===== config.mk =====
export PLATFORM = sky130hd
export DESIGN_NAME = demux_scheduler
export DESIGN_NICKNAME = d
export VERILOG_FILES = /design/src/rtl/demux_scheduler.sv
export SDC_FILE = /design/constraint.sdc
export NUM_CORES = 1
export LEC_CHECK = 0
export CELL_PAD_IN_SITES_DETAIL_PLACEMENT = 2
export CELL_PAD_IN_SITES_GLOBAL_PLACEMENT = 2
export CORE_AREA = 2 2 70 72
export CTS_CLUSTER_SIZE = 30
export DETAILED_ROUTE_END_ITERATION = 7
export DIE_AREA = 0 0 72 74
export PLACE_DENSITY = 0.74
export SLEW_MARGIN = 20
export SYNTH_ARGS = -nofsm -noshare
export SYNTH_HDL_FRONTEND = slang
export SYNTH_SLANG_ARGS = --single-unit

===== constraint.sdc =====
create_clock -name clk -period 1.6 [get_ports clk]
set_input_delay 0.32 -clock clk [delete_from_list [all_inputs] [get_ports clk]]
set_output_delay 0.32 -clock clk [all_outputs]
set_load 0.05 [all_outputs]

===== src/rtl/demux_scheduler.sv =====
// Sequencer for a 1-to-4 demux: accepts one word, arbitrates a destination, drives sel/en for the transfer.
// Optional per-channel delivery counters are enabled with `define DEMUX_SCHED_STATS_EN.
module demux_scheduler #(
    parameter int DATA_W = 8,
    parameter int SAT_W  = 8
) (
    input  logic              clk,
    input  logic              rst_n,
    input  logic              in_valid,
    output logic              in_ready,
    input  logic [DATA_W-1:0] in_data,
    input  logic [1:0]        in_dest,
    input  logic              cfg_mode,
    input  logic [3:0]        out_ready,
    output logic [1:0]        sel,
    output logic              en,
    output logic [DATA_W-1:0] out_data,
    output logic [3:0]        out_valid,
    output logic              busy
`ifdef DEMUX_SCHED_STATS_EN
    ,
    input  logic              stat_clr,
    output logic [4*SAT_W-1:0] stat_cnt
`endif
);

    typedef enum logic [1:0] {
        IDLE,
        ARB,
        SEND
    } state_t;

    state_t     state, state_nxt;
    logic [1:0] rr_ptr;
    logic [1:0] hold_dest;
    logic       hold_mode;
    logic       arb_hit;
    logic [1:0] arb_ch;
    logic [1:0] scan_idx;
    logic       accept;
    logic       deliver;

    // Directed mode only ever considers the held destination; round-robin scans upward from rr_ptr.
    always_comb begin
        arb_hit  = 1'b0;
        arb_ch   = hold_dest;
        scan_idx = rr_ptr;
        if (hold_mode) begin
            arb_hit = out_ready[hold_dest];
        end else begin
            for (int unsigned i = 0; i < 4; i++) begin
                scan_idx = rr_ptr + 2'(i);
                if (!arb_hit && out_ready[scan_idx]) begin
                    arb_hit = 1'b1;
                    arb_ch  = scan_idx;
                end
            end
        end
    end

    always_ff @(posedge clk or negedge rst_n) begin
        if (!rst_n) begin
            state <= IDLE;
        end else begin
            state <= state_nxt;
        end
    end

    always_comb begin
        state_nxt = state;
        accept    = 1'b0;
        deliver   = 1'b0;
        case (state)
            IDLE: begin
                if (in_valid) begin
                    accept    = 1'b1;
                    state_nxt = ARB;
                end
            end
            ARB: begin
                if (arb_hit) begin
                    state_nxt = SEND;
                end
            end
            SEND: begin
                if (out_ready[sel]) begin
                    deliver   = 1'b1;
                    state_nxt = IDLE;
                end else begin
                    state_nxt = ARB;
                end
            end
            default: state_nxt = IDLE;
        endcase
    end

    always_ff @(posedge clk or negedge rst_n) begin
        if (!rst_n) begin
            out_data  <= '0;
            hold_dest <= '0;
            hold_mode <= 1'b0;
            sel       <= '0;
            rr_ptr    <= '0;
        end else begin
            if (accept) begin
                out_data  <= in_data;
                hold_dest <= in_dest;
                hold_mode <= cfg_mode;
            end
            if (state == ARB && arb_hit) begin
                sel <= arb_ch;
            end
            if (deliver && !hold_mode) begin
                rr_ptr <= sel + 2'd1;
            end
        end
    end

    assign in_ready  = (state == IDLE);
    assign busy      = (state != IDLE);
    assign en        = (state == SEND);
    assign out_valid = en ? (4'b0001 << sel) : '0;

`ifdef DEMUX_SCHED_STATS_EN
    logic [SAT_W-1:0] cnt [4];

    for (genvar c = 0; c < 4; c++) begin : g_stat
        always_ff @(posedge clk or negedge rst_n) begin
            if (!rst_n) begin
                cnt[c] <= '0;
            end else if (stat_clr) begin
                cnt[c] <= '0;
            end else if (deliver && sel == 2'(c) && cnt[c] != '1) begin
                cnt[c] <= cnt[c] + 1'b1;
            end
        end
        assign stat_cnt[c*SAT_W +: SAT_W] = cnt[c];
    end
`else
    if (SAT_W < 1) begin : g_sat_unused
    end
`endif

endmodule


* After elaboration in Yosys (flattened, before gate mapping) *
Cells that the tools add are included.

cells by class
  add/subtract/negate cells = 4
  magnitude comparators = 6
  equal/unequal tests = 4
  shift-type cells = 1
  mux-type cells = 34
  reductions and logical operators = 12

operator list
  cell                                                count
  2-to-1 mux 1 bit                                    19
  < comparator 2 x 3 -> 1 bit, second input constant  6
  2-to-1 mux 2 bit                                    7
  binary-select mux 1 bit (select 2 bit)              6
  case mux 2 bit (3 select lines)                     1
  logical AND 1 bit                                   5
  adder 2 x 1 -> 2 bit, second input constant         2
  adder 2 bit, second input constant                  2
  logical NOT 1 bit                                   4
  2-to-1 mux 4 bit                                    1
  inequality test 2 bit, second input constant        2
  left shift 1 x 2 -> 4 bit, first input constant     1
  == test 2 x 1 -> 1 bit, second input constant       1
  == test 2 bit, second input constant                1
  logical NOT 2 bit                                   1
  AND reduction 2 bit                                 1
  nonzero test 2 bit                                  1

storage, ports and cells
  register bits = 17
  bits of input ports = 18
  output and inout port bits = 17
  logic and storage cells = 67

* Longest topological paths before layout *
Gate-level depths: netlist of the first run.

  word-level depth = 18
  depth in mapped cells = 6
  mapped depth without buffers = 5

* Worst setup path after synthesis of the first run *
Ideal clock, no wire load.

  path type = register to output
  start = register state[0]
  end = output port out_valid[0]
  arrival time = 1.783 ns
  path slack = -0.503 ns
  stages on the path, launching flop included = 3
  cells stage by stage = dfrtp_1 -> nor2b_1 -> and2_1

on the way
  cells in the longest elaborated chain, start to end = 2

ends and longest elaborated chain
  what                    line  text
  start, declared         33    state_t state, state_nxt;
  start signal, assigned  65    state <= state_nxt;
  == test 2 bit           121   assign en = (state == SEND);
  named net en            16    output logic en,
  2-to-1 mux 4 bit        122   assign out_valid = en ? (4'b0001 << sel) : '0;
  end, declared           18    output logic [3:0] out_valid,

The timed path passes the listed nets, and every way through them passes these cells.

* Worst setup path after layout of the first run *
  start = register rr_ptr[1]
  end = register sel[0]

on the way
  cells in the longest elaborated chain, start to end = 17
  elaborated cells on any way between the ends = 31

ends and longest elaborated chain
  what                                    line  text
  start, declared                         34    logic [1:0] rr_ptr;
  start signal, assigned                  114   rr_ptr <= sel + 2'd1;
  binary-select mux 1 bit (select 2 bit)  53    if (!arb_hit && out_ready[scan_idx]) begin
  2-to-1 mux 1 bit (implied by the code)  53
  2-to-1 mux 1 bit                        53
  2-to-1 mux 1 bit                        48    if (hold_mode) begin
  logical NOT 1 bit                       53
  logical AND 1 bit                       53
  2-to-1 mux 1 bit                        53
  2-to-1 mux 1 bit                        48
  logical NOT 1 bit                       53
  logical AND 1 bit                       53
  2-to-1 mux 1 bit                        53
  2-to-1 mux 1 bit                        48
  logical NOT 1 bit                       53
  logical AND 1 bit                       53
  2-to-1 mux 1 bit                        53
  2-to-1 mux 1 bit                        48
  logical AND 1 bit                       110   if (state == ARB && arb_hit) begin
  end signal, assigned                    111   sel <= arb_ch;
  end, declared                           15    output logic [1:0] sel,

Several ways; a longest one is shown, not always the timed one. The select of a mux whose other input is x is not followed.
A chain may end at the register's enable or synchronous reset.

==> run summary, run 1 <==
Comb pwr share: 70.1%
FP Rows: 25
Max Cap Viol: 0
Yosys warns: 0
Setup WS post-layout: -0.102 ns
Chip Height: 74 µm
Reg2Reg Depth: 5
Period utilization: 106%
Status: finished, violations left
Die area: 5330 µm²
Starting Density: 24.2%
Unrepaired setup endpoints after global routing: true
Crit path kind: reg2reg
Rel. slew slack: 74.3%
Max Clk Rate: 588 MHz
Die Wd: 72 µm
Vias in the first global route: 1207
Drt wl/cell: 16.9 µm
First-pass GRT wire length: 6070 µm
Pre-CTS setup slack: -0.678 ns
R2R setup slack: -0.10 ns
Cell variety after synth: 38
Slew Viols, Final: 0
Power Density: 2050 nW/µm²
Layout cells sized above 1: 55.8%
Worst Hold Class: in2async
Post-route met1 wirelength: 1550 µm
IO buf count: 34
Synth Instances: 109
Reg2reg start: rr_ptr[1]
Grt total ovfl: 0
Syn_area_per_cell: 10.2 µm²
Seq pwr share: 21.8%
Mapped Nets: 131
CTS HTree Levels: 1
Worst-Margin Slew: 0.385 ns
Num CTS Buffers: 3
Routed wl met3: 167 µm
Seq/Total Area, Yosys: 38.2%
P_sw: 1.86 mW
Tmin final: 1.70 ns
Final-report setup violation count: 5
Synth-to-Final Area Change: 75.4%
Routed Antenna Nets: 0
Met2 WL: 1980 µm
Synth Register Bits: 17
CP startpoint: rr_ptr[1]
Clk slew on worst S/H paths: 0.07 ns
Fin nets: 188
Largest net degree at the start of global routing: 18
Total detailed-routing wirelength: 3700 µm
Worst Skew: 0.0119 ns
Failing checks: negative setup slack
RD Place Congestion: 0.825
CP max FO: 6
Leakage: 0.833 nW
Startpoint class of the critical path: register
Worst-path cell chain: or4b_4, a21oi_4, o21ai_2, a41oi_2, o41ai_2
Detailed placer's ending HPWL: 2730 µm
Initial antenna violation count: 0
Crit path DAT: 1.83 ns
Post-route cell area: 1950 µm²
Hold buffer count at CTS: 0
Net Sw Frac: 46.3%
Diode count: 0
Slowest CP cell: or4b_4
Drt drc: 0
CTS root buffer: clkbuf_8
FF-to-FF End: sel[0]
Final hold viol count: 0
Core Region: 4600 µm²
Global Route Usage Sum: 14.5%
Worst EP required: 1.73 ns
P_int: 2.15 mW
Clk sinks: 17
Vias per cell: 4.85
Crit end category: register
Num ports: 35
Syn Std Cell Area: 1110 µm²
CTS tree: done
Placed Area: 1670 µm²
CTS Buffer Depth: 2
Vias: 1062
Uppermost routed layer: met3
Max incr delay on CP: 0.55 ns
Clk network pwr share: 8.1%
Skew-Pair Late Insertion Delay: 0.25 ns
Worst vdd ir: 0.604 mV
DR iter-0 viols: 23
DRT Pass-1 Iters: 3
[synthesized netlist by cell type]
cell      number  share of area [%]
o41ai_1        1               0.79
o22ai_1        4                2.2
a31oi_1        1               0.56
a31o_2         1               0.79
or2b_1         1               0.67
or4b_1         1               0.90
buf_6          4                4.0
nand2_1        4                1.3
ha_1           4                4.5
and2_1         5                2.8
a21oi_1        2               0.90
nand3_1        1               0.45
a311oi_2       1                1.3
dfrtp_1       17                 38
o21ai_1        1               0.45
nor3_1         1               0.45
a41oi_1        1               0.79
mux2_2        11                 11
nand3b_1       1               0.67
a32oi_1        1               0.79
mux4_2         1                2.0
o311ai_0       1               0.79
o21ai_2        1               0.79
and2_2         1               0.67
nor4b_1        1               0.79
inv_1          9                3.0
nand4_1        1               0.56
or2_2          1               0.56
nor2_1         7                2.4
a22oi_1        1               0.67
mux2i_1        2                1.8
and3b_2        1               0.90
and3_1         1               0.56
buf_2          3                1.3
mux4_1         1                2.4
nand4b_1       1               0.79
nor2b_1        3                1.7
o21ai_0       10                4.5
[cell type report]
class,instances,area [µm²]
Fill cell,473,2650
Multi-Input combinational cell,76,772
Timing Repair Buffer,59,596
Sequential cell,17,430
Tap cell,54,67.6
Clock buffer,4,45.0
Inverter,9,42.5
[state kept, by name (all words and copies together) (netlist names)]
name	count
hold_dest	2
sel	2
hold_mode	1
rr_ptr	2
out_data	8
state	2
[worst max path at each step]
stage	to	slack (ns)
2_1_floorplan	hold_dest[0]	-0.14
3_3_place_gp	sel[0]	-0.55
3_5_place_dp	state[0]	-0.68
4_1_cts	sel[0]	-0.12
5_1_grt	sel[0]	-0.17
6_report	sel[0]	-0.10
[stage by stage]
| stage | TNS (ns) | power [mW] | util, % | hold slack (ns) | instances |
|---|---|---|---|---|---|
| 5_1_grt | -0.691 | 4.27 | 42.5 | 0.415 | 219 |
| 2_1_floorplan | -1.25 | 2.33 | - | 0.0244 | 109 |
| 3_3_place_gp | -2.39 | 3.13 | 36.2 | 0.493 | 203 |
| 3_5_place_dp | -3.21 | 3.23 | 36.2 | 0.506 | 203 |
| 6_report | -0.289 | 4.01 | 42.5 | 0.393 | 219 |
| 4_1_cts | -0.284 | 3.90 | 41.2 | 0.407 | 217 |
[worst max-delay path: cells and delay by family (launching register included)]
family	cells	cell delay, ns
AOI/OAI and AO/OA	4	0.56
and+or+nand+nor	1	0.55
DFF	1	0.47
[power by group through the flow]
stage          Sequential, mW  Combinational, mW  Clock, mW
2_1_floorplan            1.28               1.05          0
3_3_place_gp            0.869               2.26          0
3_5_place_dp            0.889               2.34          0
4_1_cts                 0.871               2.70      0.330
5_1_grt                 0.918               2.98      0.366
6_report                0.876               2.81      0.325
[cells by family (layout without fill, tap and decap cells)]
kind of cell             after synthesis  in the layout  share of synthesized area (%)
AND/OR/NAND/NOR                       31             31                           16.2
multiplexers                          15             15                           17.3
flip-flops                            17             17                           38.2
buffers and inverters                 16             72                           8.43
AO/OA/AOI/OAI                         26             26                           15.4
adder cells (fa/ha/maj)                4              4                           4.49
[cell usage in the layout (no fill, tap or decap), types with 4 or more instances in the layout]
master / instances
o21ai_1: 4
inv_1: 6
dfrtp_2: 4
o22ai_1: 4
o21ai_0: 6
dfrtp_1: 13
buf_6: 5
ha_4: 4
mux2_4: 9
clkdlybuf4s50_1: 13
buf_12: 8
nor2_1: 5
buf_4: 29
and2_4: 5
nand2_1: 4
[layer usage]
metal	track usage, %	up-vias
met3	2.03	0
met2	27.8	26
met1	17.4	533
met5	0	-
met4	2.94	0
li1	-	503
[what timing repair did]
| action | 4_1_cts | 5_1_grt |
|---|---|---|
| setup endpoints to repair | 9 | 10 |
| gates resized for setup | 32 | 15 |
| pin swaps | 8 | 7 |
| buffers inserted | 10 | 2 |
No activity file was read; power rests on OpenSTA's default activity.
==> run 2, diff against run 1 <==
Settings changed: REMOVE_ABC_BUFFERS from default to 1.
==> run 2 against run 1 <==
Net effect: the run still ends with negative setup slack left; sequential power is 2% higher; critical path depth down 1; global-route usage rose by 0.44 points; sequential cell count is the same; largest cell class unchanged; critical path type unchanged; largest power group unchanged.
==> run summary, run 2 (synthesized netlist as in run 1, its figures left out) <==
CTS Buffer Depth: 2
First-pass GRT wire length: 6020 µm
Leakage: 0.819 nW
CP max FO: 7
Worst Hold Class: in2async
FP Rows: 25
Drt wl/cell: 16.2 µm
DRT Pass-1 Iters: 4
Vias per cell: 4.83
Power, Total: 3.92 mW
Core Region: 4600 µm²
Rel. slew slack: 70.9%
Final hold viol count: 0
Max Cap Viol: 0
Most common cell after layout, fill and taps aside: buf_4
Failing checks: negative setup slack
Largest net degree at the start of global routing: 18
Starting Density: 24.2%
Detailed placer's ending HPWL: 2770 µm
Pre-CTS setup slack: -0.670 ns
Grt total ovfl: 0
Most frequent cells in the layout: 35 x buf_4, 14 x dfrtp_1, 13 x clkdlybuf4s50_1
Placed Instances: 210
Die Wd: 72 µm
Final-report setup violation count: 4
Period utilization: 108%
Fin nets: 192
CTS HTree Levels: 1
Worst-Margin Slew: 0.432 ns
Worst vdd ir: 0.872 mV
Vias in the first global route: 1193
DR iter-0 viols: 16
Worst Skew: 0.00327 ns
CTS tree: done
Max FFs per register: 8
Total detailed-routing wirelength: 3600 µm
Hold buffer count at CTS: 0
Crit end category: register
Status: finished, violations left
Die area: 5330 µm²
Initial antenna violation count: 0
Chip Height: 74 µm
Diode count: 0
Clk slew on worst S/H paths: 0.06 ns
Setup WS post-layout: -0.121 ns
Largest Register: out_data
Unrepaired setup endpoints after global routing: true
CTS root buffer: clkbuf_8
RD Place Congestion: 0.854
Num ports: 35
Slew Viols, Final: 0
Crit path kind: reg2reg
IO buf count: 34
Global Route Usage Sum: 15.0%
Num CTS Buffers: 3
Synth-to-Final Area Change: 73.0%
Final Core Density: 41.9%
Routed Antenna Nets: 0
Power Density: 2030 nW/µm²
Clk sinks: 17
Crit path DAT: 1.89 ns
Non-Filler Instances: 223
Startpoint class of the critical path: register
Sum of negative setup slack: -0.318 ns
Skew-Pair Late Insertion Delay: 0.25 ns
Worst EP required: 1.77 ns
Tmin final: 1.72 ns
Max Clk Rate: 581 MHz
Layout cells sized above 1: 54.4%
Vias: 1077
Drt drc: 0
run 2: changes by cell type in the layout (fill, tap and decap cells not counted), sizes merged:
cell / previous run / this run
buf: 42 / 46
clkbuf: 5 / 4
clkdlybuf4s15: 0 / 1
clkinvlp: 1 / 0
inv: 8 / 9
run 2: repair_timing:
item | 4_1_cts | 5_1_grt
buffers inserted | 5 | 5
gates resized for setup | 30 | 14
cloned | 0 | 0
pin swaps | 5 | 6
setup endpoints to repair | 12 | 10
hold endpoints to repair | 0 | 0
run 2: final timing paths:
kind,slack (ns),endpoint,startpoint,cells past startpoint
min in group clk,0.51,out_data[3],out_data[3],1
setup reg to reg,-0.12,state[0],rr_ptr[1],4
hold / removal,0.39,out_data[7],rst_n,2
setup / recovery,-0.12,state[0],rr_ptr[1],4
hold reg to reg,0.51,out_data[3],out_data[3],1
max in group asynchronous,1.00,sel[1],rst_n,2
run 2: per-stage QoR:
stage	hold WS [ns]	area, µm²
final	0.391	1930
after global routing	0.402	1930
after CTS	0.395	1820
after detailed placement	0.491	1680
after global placement	0.471	1680
after floorplan	0.0244	1050
run 2: per-layer routing:
| layer | GRT usage (%) | share of wire, % |
|---|---|---|
| met4 | 4.40 | 1.3 |
| met2 | 27.3 | 54 |
| met5 | 0 | 0 |
| met3 | 3.39 | 3.4 |
| met1 | 17.7 | 42 |
run 2: critical path, cell delays in order, from the launching register on:
cell,delay (ns)
dfrtp_2,0.44
mux4_2,0.57
a311oi_4,0.38
o22ai_2,0.12
o22ai_1,0.14
run 2: power breakdown:
group          total (mW)  internal (mW)  switching (mW)  leakage, nW
combinational        2.70           1.28            1.43        0.596
sequential          0.893          0.653           0.240        0.201
clock               0.321          0.177           0.144       0.0228
total                3.92           2.11            1.81        0.819
run 2: cell type report:
class	count	area [µm²]
Sequential cell	17	429
Clock buffer	4	45.0
Inverter	9	41.3
Timing Repair Buffer	63	633
Tap cell	54	67.6
Fill cell	482	2670
Multi-Input combinational cell	76	711
==> run 3, diff against run 2 <==
Settings changed: CELL_PAD_IN_SITES_DETAIL_PLACEMENT 2 to default, CELL_PAD_IN_SITES_GLOBAL_PLACEMENT 2 to default, CORE_AREA 2 2 70 72 to 2 2 56 58, DIE_AREA 0 0 72 74 to 0 0 58 60, PLACE_DENSITY 0.74 to 0.72, SKIP_LAST_GASP from default to 1, TNS_END_PERCENT from default to 50.
==> run 3 against run 2 <==
Net effect: the flow still finishes with violations (negative setup slack); setup slack worse by 0.035 ns; core utilization up 20 points; via count up 0.46%; clock power down 17%; largest cell class unchanged.
==> run summary, run 3 (synthesized netlist as in run 1, its figures left out) <==
Power, Total: 3.63 mW
FP Rows: 20
Slew Viols, Final: 0
Rel. slew slack: 78.1%
Worst vdd ir: 1.68 mV
RD Place Congestion: 0.889
Detailed placer's ending HPWL: 2150 µm
CTS tree: done
Worst Skew: 0.00407 ns
Drt drc: 0
Largest net degree at the start of global routing: 18
Skew-Pair Late Insertion Delay: 0.32 ns
Most common cell after layout, fill and taps aside: buf_4
IO buf count: 34
Max FFs per register: 8
Worst EP required: 1.28 ns
Global Route Usage Sum: 19.3%
Vias: 1082
Crit path kind: reg2out
Final-report setup violation count: 10
Grt peak-use layer: met2
Tmin final: 1.76 ns
Chip Height: 60 µm
CTS HTree Levels: 1
Power Density: 2020 nW/µm²
CTS root buffer: clkbuf_4
CP max FO: 7
Clk slew on worst S/H paths: 0.12 ns
Startpoint class of the critical path: register
DR iter-0 viols: 28
Diode count: 0
Worst setup endpoint: out_valid[3]
Vias per cell: 5.38
Drt wl/cell: 15.1 µm
Failing checks: negative setup slack
Starting Density: 38.4%
Crit path DAT: 1.44 ns
Worst Hold Class: in2async
Clk sinks: 17
WHS: 0.317 ns
Hold buffer count at CTS: 0
Met1 Use GR: 22.4%
Setup WS post-layout: -0.156 ns
Leakage: 0.796 nW
Max Cap Viol: 0
Initial antenna violation count: 0
CP startpoint: state[0]
Core Region: 2900 µm²
GR Layer Usage met3: 2.16%
First-pass GRT wire length: 5020 µm
Crit end category: output pin
Reg2reg start: rr_ptr[1]
DRT Pass-1 Iters: 4
Period utilization: 110%
Num ports: 35
Grt total ovfl: 0
Largest Register: out_data
R2R setup slack: -0.12 ns
Most frequent cells in the layout: 34 x buf_4, 15 x dfrtp_1, 15 x clkdlybuf4s50_1
Num CTS Buffers: 3
M2 GR Usage: 35.6%
Synth-to-Final Area Change: 61.0%
Routed Antenna Nets: 0
Max Clk Rate: 570 MHz
FF-to-FF End: sel[0]
Final hold viol count: 0
Status: finished, violations left
Vias in the first global route: 1061
Total detailed-routing wirelength: 3050 µm
Reg2Reg Depth: 4
Die area: 3480 µm²
Worst-Margin Slew: 0.324 ns
CTS Buffer Depth: 2
Fin nets: 191
Die Wd: 58 µm
Layout cells sized above 1: 47.6%
Unrepaired setup endpoints after global routing: true
-- run 3: cell types whose count changed in the layout (fill, tap and decap cells not counted), sizes merged --
cell and change:
buf -1, clkbuf -1, clkdlybuf4s15 -1, clkdlybuf4s50 +2
clkinvlp +1, dlygate4sd2 -1
-- run 3: worst min path at each step --
stage / start / endpoint / cells past startpoint
final: rst_n / out_data[2] / 2
after global placement: state[1] / state[0] / 1
after detailed placement: state[1] / state[0] / 1
after CTS: rst_n / out_data[2] / 2
after floorplan: rst_n / hold_dest[0] / 0
after global routing: rst_n / out_data[1] / 2
-- run 3: repair_timing --
item / CTS / global route
gates resized for setup: 14 / 8
pin swaps: 7 / 7
setup endpoints to repair: 10 / 21
setup buffers: 6 / 2
-- run 3: layer usage --
metal / wire length (µm) / vias up
li1: - / 511
met1: 1200 / 541
met2: 1700 / 25
met3: 94 / 5
met4: 53 / 0
met5: 0 / -
-- run 3: where the power goes --
| group | internal (mW) | leakage [nW] | switching, mW |
|---|---|---|---|
| Clock | 0.0958 | 0.0139 | 0.170 |
| Combinational | 1.18 | 0.580 | 1.33 |
| Sequential | 0.648 | 0.202 | 0.199 |
| Total | 1.92 | 0.796 | 1.70 |
-- run 3: area by class of cell --
class	count	area (µm²)
repair buffers	62	617
multi-input cells	76	643
clock inverters	1	7.51
inverters	9	33.8
flip-flops and latches	17	428
well taps	33	41.3
fillers	235	1110
clock buffers	3	22.5
-- run 3: metrics by stage --
stage / cell area [µm²] / setup TNS [ns] / setup slack, ns / util (%) / instances
global placement: 1640 / -2.02 / -0.402 / 56.6 / 189
detailed placement: 1640 / -2.49 / -0.516 / 56.6 / 189
floorplan: 1050 / -8.04 / -0.503 / - / 102
CTS: 1750 / -0.771 / -0.0941 / 60.2 / 199
global route: 1790 / -1.77 / -0.227 / 61.8 / 201
finish: 1790 / -1.01 / -0.156 / 61.8 / 201
-- run 3: critical path, cell delays in order (launching register included) --
cell and delay [ns]:
dfrtp_1 0.43, buf_6 0.13, nor2b_1 0.11, buf_4 0.16
and2_4 0.16, buf_12 0.13
